**config.mk**
```make
export PLATFORM = sky130hd
export DESIGN_NAME = mem_port_arbiter
export DESIGN_NICKNAME = d
export VERILOG_FILES = /design/src/rtl/pipeline_pkg.sv /design/src/rtl/mem_port_arbiter.sv
export SDC_FILE = /design/constraint.sdc
export NUM_CORES = 1
export LEC_CHECK = 0
export CORE_ASPECT_RATIO = 1.25
export CORE_MARGIN = 5
export CORE_UTILIZATION = 35
export DETAILED_ROUTE_END_ITERATION = 6
export GPL_TIMING_DRIVEN = 0
export PLACE_DENSITY = 0.78
export SLEW_MARGIN = 20
export SYNTH_ARGS = -nofsm -noshare
export SYNTH_HDL_FRONTEND = slang
export SYNTH_SLANG_ARGS = --single-unit
```
**constraint.sdc**
```tcl
create_clock -name clock -period 4.7 [get_ports clock]
set_input_delay 0.94 -clock clock [delete_from_list [all_inputs] [get_ports clock]]
set_output_delay 0.94 -clock clock [all_outputs]
set_load 0.05 [all_outputs]
```
**src/rtl/pipeline_pkg.sv**
```systemverilog
// Shared types for the pipeline memory-port arbiter.
//   arb_state_t : arbiter FSM states (IDLE, BUSY, RESP)
//   owner_t     : which requester holds the memory port grant
package pipeline_pkg;

    typedef enum logic [1:0] {
        IDLE = 2'd0,
        BUSY = 2'd1,
        RESP = 2'd2
    } arb_state_t;

    typedef enum logic {
        OWN_IF  = 1'b0,
        OWN_MEM = 1'b1
    } owner_t;

endpackage

```
**src/rtl/mem_port_arbiter.sv**
```systemverilog
// mem_port_arbiter
// Shares the single memory port between the IF-stage fetch and the MEM-stage
// load/store. MEM has priority (older instruction), except that after
// STARVE_MAX consecutive MEM grants made while IF waits, IF wins the next
// contended grant.
// Ports:
//   clock, reset_0                 clock, async active-low reset
//   if_req/if_addr                 fetch request (level) and address
//   if_rdata/if_done               fetched word and one-cycle completion pulse
//   mem_req/mem_we/mem_addr/wdata  load/store request (level) and operands
//   mem_rdata/mem_done             load data and one-cycle completion pulse
//   ram_req/we/addr/wdata          registered RAM request bus
//   ram_rdata/ram_ack              RAM read data and one-cycle completion
//   stall_if/stall_mem             per-stage stall, high while a request is pending
module mem_port_arbiter
    import pipeline_pkg::*;
#(
    parameter int ADDR_W     = 32,
    parameter int DATA_W     = 32,
    parameter int STARVE_MAX = 4
) (
    input  logic              clock,
    input  logic              reset_0,
    input  logic              if_req,
    input  logic [ADDR_W-1:0] if_addr,
    output logic [DATA_W-1:0] if_rdata,
    output logic              if_done,
    input  logic              mem_req,
    input  logic              mem_we,
    input  logic [ADDR_W-1:0] mem_addr,
    input  logic [DATA_W-1:0] mem_wdata,
    output logic [DATA_W-1:0] mem_rdata,
    output logic              mem_done,
    output logic              ram_req,
    output logic              ram_we,
    output logic [ADDR_W-1:0] ram_addr,
    output logic [DATA_W-1:0] ram_wdata,
    input  logic [DATA_W-1:0] ram_rdata,
    input  logic              ram_ack,
    output logic              stall_if,
    output logic              stall_mem
);

    localparam int               CNT_W      = $clog2(STARVE_MAX + 1);
    localparam logic [CNT_W-1:0] STARVE_LIM = CNT_W'(STARVE_MAX);

    arb_state_t        state_r;
    arb_state_t        state_nxt_s;
    owner_t            owner_r;
    owner_t            grant_own_s;
    logic              grant_s;
    logic              ack_s;
    logic [CNT_W-1:0]  starve_cnt_r;
    logic              ram_req_r;
    logic              ram_we_r;
    logic [ADDR_W-1:0] ram_addr_r;
    logic [DATA_W-1:0] ram_wdata_r;
    logic [DATA_W-1:0] if_rdata_r;
    logic [DATA_W-1:0] mem_rdata_r;
    logic              if_done_r;
    logic              mem_done_r;

    // Next-state and grant decision; requests are only looked at in IDLE
    always_comb begin
        state_nxt_s = state_r;
        grant_s     = 1'b0;
        grant_own_s = OWN_MEM;
        ack_s       = 1'b0;
        case (state_r)
            IDLE: begin
                // MEM wins unless IF is waiting and the starvation limit is hit
                if (mem_req && (!if_req || (starve_cnt_r != STARVE_LIM))) begin
                    grant_s     = 1'b1;
                    grant_own_s = OWN_MEM;
                    state_nxt_s = BUSY;
                end else if (if_req) begin
                    grant_s     = 1'b1;
                    grant_own_s = OWN_IF;
                    state_nxt_s = BUSY;
                end else begin
                    state_nxt_s = IDLE;
                end
            end
            BUSY: begin
                if (ram_ack) begin
                    ack_s       = 1'b1;
                    state_nxt_s = RESP;
                end else begin
                    state_nxt_s = BUSY;
                end
            end
            RESP: begin
                state_nxt_s = IDLE;
            end
            default: begin
                state_nxt_s = IDLE;
            end
        endcase
    end

    // FSM state register
    always_ff @(posedge clock or negedge reset_0) begin
        if (!reset_0) begin
            state_r <= IDLE;
        end else begin
            state_r <= state_nxt_s;
        end
    end

    // Owner register and starvation counter, both updated only on a grant
    always_ff @(posedge clock or negedge reset_0) begin
        if (!reset_0) begin
            owner_r      <= OWN_IF;
            starve_cnt_r <= {CNT_W{1'b0}};
        end else if (grant_s) begin
            owner_r <= grant_own_s;
            if (grant_own_s == OWN_MEM && if_req) begin
                if (starve_cnt_r != STARVE_LIM) begin
                    starve_cnt_r <= starve_cnt_r + CNT_W'(1'b1);
                end else begin
                    starve_cnt_r <= starve_cnt_r;
                end
            end else begin
                // IF grant, or MEM grant with nobody waiting
                starve_cnt_r <= {CNT_W{1'b0}};
            end
        end else begin
            owner_r      <= owner_r;
            starve_cnt_r <= starve_cnt_r;
        end
    end

    // RAM request bus: loaded on grant, frozen through BUSY, req dropped on ack
    always_ff @(posedge clock or negedge reset_0) begin
        if (!reset_0) begin
            ram_req_r   <= 1'b0;
            ram_we_r    <= 1'b0;
            ram_addr_r  <= {ADDR_W{1'b0}};
            ram_wdata_r <= {DATA_W{1'b0}};
        end else if (grant_s) begin
            ram_req_r <= 1'b1;
            if (grant_own_s == OWN_MEM) begin
                ram_we_r    <= mem_we;
                ram_addr_r  <= mem_addr;
                ram_wdata_r <= mem_wdata;
            end else begin
                ram_we_r    <= 1'b0;
                ram_addr_r  <= if_addr;
                ram_wdata_r <= {DATA_W{1'b0}};
            end
        end else if (ack_s) begin
            ram_req_r <= 1'b0;
        end else begin
            ram_req_r <= ram_req_r;
        end
    end

    // Read-data capture and done pulses; done is high exactly in RESP
    always_ff @(posedge clock or negedge reset_0) begin
        if (!reset_0) begin
            if_rdata_r  <= {DATA_W{1'b0}};
            mem_rdata_r <= {DATA_W{1'b0}};
            if_done_r   <= 1'b0;
            mem_done_r  <= 1'b0;
        end else begin
            if_done_r  <= ack_s && (owner_r == OWN_IF);
            mem_done_r <= ack_s && (owner_r == OWN_MEM);
            if (ack_s && (owner_r == OWN_IF)) begin
                if_rdata_r <= ram_rdata;
            end else begin
                if_rdata_r <= if_rdata_r;
            end
            // Stores also refresh mem_rdata; the value is simply unused
            if (ack_s && (owner_r == OWN_MEM)) begin
                mem_rdata_r <= ram_rdata;
            end else begin
                mem_rdata_r <= mem_rdata_r;
            end
        end
    end

    assign ram_req   = ram_req_r;
    assign ram_we    = ram_we_r;
    assign ram_addr  = ram_addr_r;
    assign ram_wdata = ram_wdata_r;
    assign if_rdata  = if_rdata_r;
    assign mem_rdata = mem_rdata_r;
    assign if_done   = if_done_r;
    assign mem_done  = mem_done_r;

    // Stalls drop in the done cycle so the stage advances on the edge ending RESP
    assign stall_if  = if_req & ~if_done_r;
    assign stall_mem = mem_req & ~mem_done_r;

endmodule
```
# Yosys cells after proc, flatten, opt, wreduce, memory -nomap -nowiden
# Index checks and enable logic that the tools add are counted.
[totals]
wordCells = 48
output_inout_bits = 134
ramBits = 0
memories = 0
register_bits = 138
romBits = 0
inputBits = 134
latchBits = 0
[classes]
mux = 19
multipliers = 0
n_div = 0
n_lt_le_gt_ge = 0
n_addsub = 1
eq_ne = 3
n_shift = 0
bitwise = 5
reduce_logical = 9
[ops]
columns = ["operator", "n"]
rows = [
  ["two-way mux 32 bit", 2],
  ["two-way mux 1 bit", 13],
  ["two-way mux 3 bit", 2],
  ["logical AND 1 bit", 4],
  ["one-hot mux 2 bit (2 select lines)", 1],
  ["adder 3 x 1 -> 3 bit, second input constant", 1],
  ["inequality test 3 bit, second input constant", 1],
  ["NOT 1 bit", 3],
  ["AND 1 bit", 2],
  ["equality test 2 x 1 -> 1 bit, second input constant", 1],
  ["logical NOT 2 bit", 1],
  ["two-way mux 2 bit", 1],
  ["inequality test 2 x 1 -> 1 bit, second input constant", 1],
  ["AND reduction 2 bit", 1],
  ["nonzero test 2 bit", 1],
  ["logical NOT 1 bit", 1],
  ["logical OR 1 bit", 1],
]

# Depth between registers and ports, before layout
[logic_depth]
depth_word = 8
ltp_mapped = 7
depth_no_buf = 5

# Least setup slack after synthesis
# No wires, ideal clock.
[synth_path]
kind = "input to output"
startpoint = "in if_req"
endpoint = "out stall_if"
n_path_buf = 2
required_ns = 3.760
arrival_time_ns = 2.093
path_slack_ns = 1.667
stages = 3
cell_sequence = "buf_2 > clkbuf_1 > nor2b_1"
[synth_via]
elab_chain_len = 1
[synth_rtl]
columns = ["item", "line_no", "source"]
rows = [
  ["from (decl)", "mem_port_arbiter.sv:24", "input logic if_req,"],
  ["AND 1 bit", "mem_port_arbiter.sv:192", "assign stall_if = if_req & ~if_done_r;"],
  ["to (decl)", "mem_port_arbiter.sv:40", "output logic stall_if,"],
]
# No other way between the ends.

# Final worst setup path
# Ends and elaborated chain as after synthesis.

==> impl_metrics.ini <==
[flow_run]
maxCapViolations = 0

[worst_setup_path]
start_kind = input port
crit_type = input port to primary output
path_max_fanout = 10
cp_slowest_cell = clkdlybuf4s50_1
path_buf_inv = 4
timing.rr.start = starve_cnt_r[0]
arrival_ns = 3.16
worstPathCellList = clkdlybuf4s50_1, buf_2, clkbuf_1, nor2b_1, clkdlybuf4s50_1
r2r-end = ram_addr[17]
critPathMaxStageDelay_ns = 0.83
ff2ff_path_depth = 6
path_common_cell = clkdlybuf4s50_1
crit_family = buffers and inverters
crit_path_end_kind = primary output
ff2ff_setup_slack_ns = 2.94
required_ns = 3.76

[global_route]
grt-ovfl-total = 0
grt_start_max_net_pins = 82
grt_pass1_wl_um = 30020
grt.total_usage_pct = 19.12
grt_pass1_vias = 5509
antenna_found_initial = 1

[clock_tree]
cts_hold_buf = 0
post_cts_resized = 0
cts_buffers = 17
clockBufferDepth = 2
clk_pin_slew_ns = 0.06
clockRootBuffer = clkbuf_16
cts_setup_buffers = 0
h-tree-depth = 4
clock_latency_ns = 0.41
clock-sinks = 138
cts_tree = yes

[sta]
fin_crit_ns = 4.097
clock.fmax_mhz = 244.1
finalSetupViolations = 0
rsz0062_at_grt = false
worstMarginPinSlew_ns = 0.6232
skew_ns = 0.01071
hold_viol_final = 0
final-max-slew-violation-count = 0
slew_headroom_pct = 58.45
fin_crit_sh_pct = 87.17

[cells_and_area]
syn_to_final_growth_pct = 58.41
layout_commonest_cell = clkdlybuf4s50_1
layout-drive-gt1-share_pct = 19.16
mostFrequentLayoutCells = 266 x clkdlybuf4s50_1, 138 x dfrtp_1, 64 x mux2_2
diodes = 0
nNetsFinal = 864
post-route-util_pct = 56.65

[power]
clkPwrFrac_pct = 15.1
leakagePower_nw = 4.128
p_sw_share_pct = 47.59
power.switching_mw = 3.811
internal_power_mw = 4.197
seq_power_share_pct = 26.4
ir_drop_uv = 505.7
power.total_mw = 8.008
power_density_nw_per_um2 = 839.3
power_frac_comb_pct = 58.5

[synth]
netlist-cell-type-count = 33
ys_warn_count = 0
synth_edf_count = 0
synth_top_cell_by_area = dfrtp_1
ys_seq_area_share_pct = 57.33
synth_cells = 441
synth_area_per_cell_um2 = 13.66
synth_area_leaders = dfrtp_1 57%, mux2_2 12%, a221o_1 5.3%
synth_nets = 577
ys.flop_type = dfrtp_1
yosysTopAreaCellShare_pct = 57.33
synth-seq-cells = 138
async_flop_share_pct = 100.0
synthesis.area_um2 = 6023

[place]
place_hpwl_um = 14650
place.gp.congestion = 0.8192
port_buffers = 267

[die]
dieArea_um2 = 19950
start_util_pct = 35.76
core_um2 = 16840
placementRows = 53
die_w_um = 127.3
ios = 268
die_y_um = 156.7

[worst_hold_path]
min_from = ram_req
whs_path_depth = 2
min_path_type = flop to flop
min_to = ram_req

[routing]
wl_um = 19070
drt_iter0_markers = 327
postRouteAntennaNets = 0
firstDrtPassIters = 4
drt_drc_violations_left = 0
wl_per_cell_um = 19.84
routed_via_density = 5.181
dr_total_vias = 4979

[status]
outcome = finished clean
[per-layer routing]
metal  part of all wire [%]  vias up  track usage, %
met5                  0.068        -               0
met4                    3.0        2           7.716
met3                    9.8       38           7.579
met2                     51      235           32.70
met1                     36     2447           21.27
li1                       -     2257               -
[tightest hold or removal path, cell delays in order, from the launching register on]
cell and delay (ns):
dfrtp_1 0.35, nand2_1 0.05, nand2_1 0.05
[area by class of cell]
type | instances | area (um^2)
Clock inverter | 13 | 95.09
Inverter | 5 | 18.77
Buffer | 45 | 311.5
Fill cell | 1410 | 7302
Tap cell | 220 | 275.3
Sequential cell | 138 | 3453
Clock buffer | 19 | 442.9
Timing Repair Buffer | 268 | 2705
Multi-Input combinational cell | 253 | 2240
[flip-flops by register name (all words and copies together), names as in the netlist, 2 cells and up]
name          flops
ram_wdata        32
state_r           2
if_rdata         32
starve_cnt_r      3
ram_addr         32
mem_rdata        32
[power groups by stage]
stage | registers, mW | logic [mW] | clock network (mW)
finish | 2.12 | 4.68 | 1.21
global route | 2.19 | 4.89 | 1.30
floorplan | 4.05 | 1.11 | 0
CTS | 2.12 | 4.72 | 1.24
global placement | 2.10 | 4.64 | 0
detailed placement | 2.13 | 4.71 | 0
[worst max-delay path by stage]
stage               cells after the start    start            to
finish                                  5   if_req      stall_if
global placement                        1  reset_0  if_rdata[28]
CTS                                     5   if_req      stall_if
floorplan                               3   if_req      stall_if
detailed placement                      5   if_req      stall_if
global route                            5   if_req      stall_if
[stage by stage]
stage	setup slack (ns)	instance area, um^2	std cells	hold WS (ns)	TNS, ns
after CTS	0.5880	9542	961	0.4879	0
after global routing	0.4178	9542	961	0.4993	0
after detailed placement	0.5898	9004	929	0.4697	0
after global placement	-2.486	8971	928	0.4667	-341.55
after floorplan	1.667	6023	441	0.5236	0
final	0.6031	9542	961	0.4806	0
[synthesized netlist by cell type, types with 4 or more instances]
| cell | instances |
|---|---|
| mux2_2 | 64 |
| a221o_1 | 32 |
| and4b_1 | 32 |
| buf_4 | 9 |
| inv_1 | 4 |
| nand3_1 | 33 |
| clkbuf_1 | 8 |
| buf_2 | 12 |
| o2bb2ai_1 | 33 |
| and3_1 | 32 |
| buf_6 | 12 |
| dfrtp_1 | 138 |
[cell families after synthesis]
family                     synth area share, %
AOI/OAI and AO/OA                        11.01
buffers and inverters                    5.484
and+or+nand+nor                          13.79
DFF                                      57.33
adders and majority gates               0.4154
muxes                                    11.97
(Power assumes the default switching activity.)
==> variant, RTL diff (config.mk and constraints unchanged) <==
Set the parameter `STARVE_MAX` to 2 (it was 4).
--- a/src/rtl/mem_port_arbiter.sv
+++ b/src/rtl/mem_port_arbiter.sv
@@ -17,7 +17,7 @@
 #(
     parameter int ADDR_W     = 32,
     parameter int DATA_W     = 32,
-    parameter int STARVE_MAX = 4
+    parameter int STARVE_MAX = 2
 ) (
     input  logic              clock,
     input  logic              reset_0,
Check against the original RTL: not equivalent (Yosys sat finds a counterexample within 10 cycles, from zero or initial values and one cycle with reset_0 low).
==> variant against the unedited design <==
  * Setup slack better by 200 ps
  * Sequential cell count is 1 lower
  * Total power is 0.31% lower
  * Area after synthesis is 2.6% lower
  * Clock skew is 5.3 ps lower
  * Register-to-register slack worse by 30 ps
  * Utilization is 0.22 points lower
  * Design area is 1.6% lower
  * Wire length is 3.7% lower
  * Critical path type unchanged
  * Largest cell class unchanged
  * Largest power group unchanged
==> variant: results (changes against the unedited design) <==
stage,metric,value,unit,change
outcome,status,completed,,
pwr,static leakage,0.004004,uW,-3.0%
clock_network,worst skew pair latency,410,ps,about the same
logic_synthesis,Async SR Flop Fraction,1.000,,unchanged
min_path,Hold Path Class,in2async,,
worst_setup_path,FF-to-FF setup slack,2910,ps,-30 ps
routing,drt first-iter violations,242,,-26%
logic_synthesis,Synth area leaders,"dfrtp_1 (58%), mux2_2 (11%), a221o_1 (5.5%), o2bb2ai_1 (4.9%), and4_1 (4.8%)",,
global_routing,met1 GRT Util,0.2163,,+0.003661
clock_network,Root Driver,clkbuf_16,,
global_routing,largest net degree at the start of global routing,74,,-9.8%
worst_setup_path,crit path DAT,2960,ps,-200 ps
finish,Area Overhead vs Synth,60.17,%,
timing,worst-margin pin slew,548.3,ps,-74.96 ps
clock_network,Clock transition at path regs,60,ps,about the same
pwr,maximum vdd ir drop,0.4509,mV,-11%
logic_synthesis,Synth Net Count,570,,-1.2%
place,Placed Area,0.008845,mm2,-1.8%
logic_synthesis,YS warnings,0,,unchanged
routing,DRT Pass-1 Iters,4,,unchanged
finish,fraction of layout cells with a size suffix above 1,0.1662,,-0.02542
logic_synthesis,Commonest cells post-synth,"dfrtp_1 (137), mux2_2 (56), and3_1 (33), nand3_1 (33), o2bb2ai_1 (33)",,
clock_network,CTS max path bufs,2,,unchanged
finish,Final #Nets,857,,-0.81%
global_routing,initial antenna violation count,0,,-1
place,GPL Wtd Cong,0.8895,,+8.6%
timing,Post-Route Skew,5.461,ps,-5.251 ps
logic_synthesis,Netlist cell types,28,,-15%
clock_network,H-tree levels,4,,unchanged
routing,vias per cell,5.156,,-0.48%
clock_network,post-CTS setup buffers,0,,unchanged
place,IO Port Bufs,267,,unchanged
clock_network,clock buffer count from CTS,17,,unchanged
worst_setup_path,Critical Path Max Stage Delay,820,ps,
worst_setup_path,"slowest stage cell, crit path",clkdlybuf4s50_1,,
finish,fill count,1383,,-1.9%
routing,drt wl/cell,19.25,um,-3.0%
place,DP HPWL,13950,um,-4.8%
global_routing,first-pass GRT wire length,29540,um,-1.6%
global_routing,GRT Overall Usage,0.1886,,-0.002626
clock_network,PostCTS Resize Cnt,0,,unchanged
worst_setup_path,Worst R2R End,ram_wdata[23],,
global_routing,vias in the first global route,5386,,-2.2%
logic_synthesis,"Seq/Total Area, Yosys",0.5846,,+0.01127
timing,smallest hold slack,462.2,ps,-18.43 ps
global_routing,met3 global-route usage,0.08048,,+0.004690
worst_setup_path,worst reg-to-reg path cell count,7,,+1
worst_setup_path,Top delay family on crit path,buffers and inverters,,
global_routing,met2 Resource Use GR,0.3230,,-0.003927
## variant: power breakdown
| group | internal (uW) | switching [uW] |
|---|---|---|
| Sequential | 1770 | 339 |
| Combinational | 1690 | 2960 |
| Clock | 741 | 491 |
| Total | 4200 | 3790 |
## variant: worst max-delay path by stage
| stage | depth (start not counted) | endpoint |
|---|---|---|
| 2_1_floorplan | 3 | stall_if |
| 3_3_place_gp | 1 | if_rdata[18] |
| 3_5_place_dp | 5 | stall_if |
| 4_1_cts | 5 | stall_if |
| 5_1_grt | 5 | stall_if |
| 6_report | 5 | stall_if |
## variant: cell families (layout without fill, tap and decap cells)
family / Yosys count / in the layout / synth area share
compound gates: 71 / 71 / 0.1112
flops: 137 / 137 / 0.5846
buf+inv: 50 / 349 / 0.05014
fa+ha+maj: 1 / 1 / 0.002133
simple gates: 112 / 112 / 0.1291
mux: 64 / 64 / 0.1229
## variant: worst register-to-register path, stage by stage (launching register included)
cell and delay, ps:
dfrtp_1 360, inv_1 90, ha_1 140, nand2b_1 260, and3_1 220, clkbuf_1 240
buf_2 270, o2bb2ai_1 110
## variant: stage by stage
| stage | cells | worst slack (ps) |
|---|---|---|
| floorplan | 435 | 1709 |
| global placement | 922 | -2487 |
| detailed placement | 923 | 784.2 |
| CTS | 954 | 776.3 |
| global route | 954 | 649.9 |
| finish | 954 | 799.3 |
## variant: metal layers
metal | wire length, um | vias to the layer above
met2 | 9314 | 219
met3 | 1671 | 20
met4 | 266 | 0
met1 | 7112 | 2453
met5 | 0 | -
li1 | - | 2227
## variant: layout make-up
class | count | area share
tap | 220 | 0.02931
timing repair buffer | 268 | 0.2880
clock buffer | 21 | 0.04796
clock inverter | 10 | 0.01039
multi-input combinational | 248 | 0.2281
buffer | 46 | 0.02971
sequential | 137 | 0.3650
inverter | 4 | 0.001599
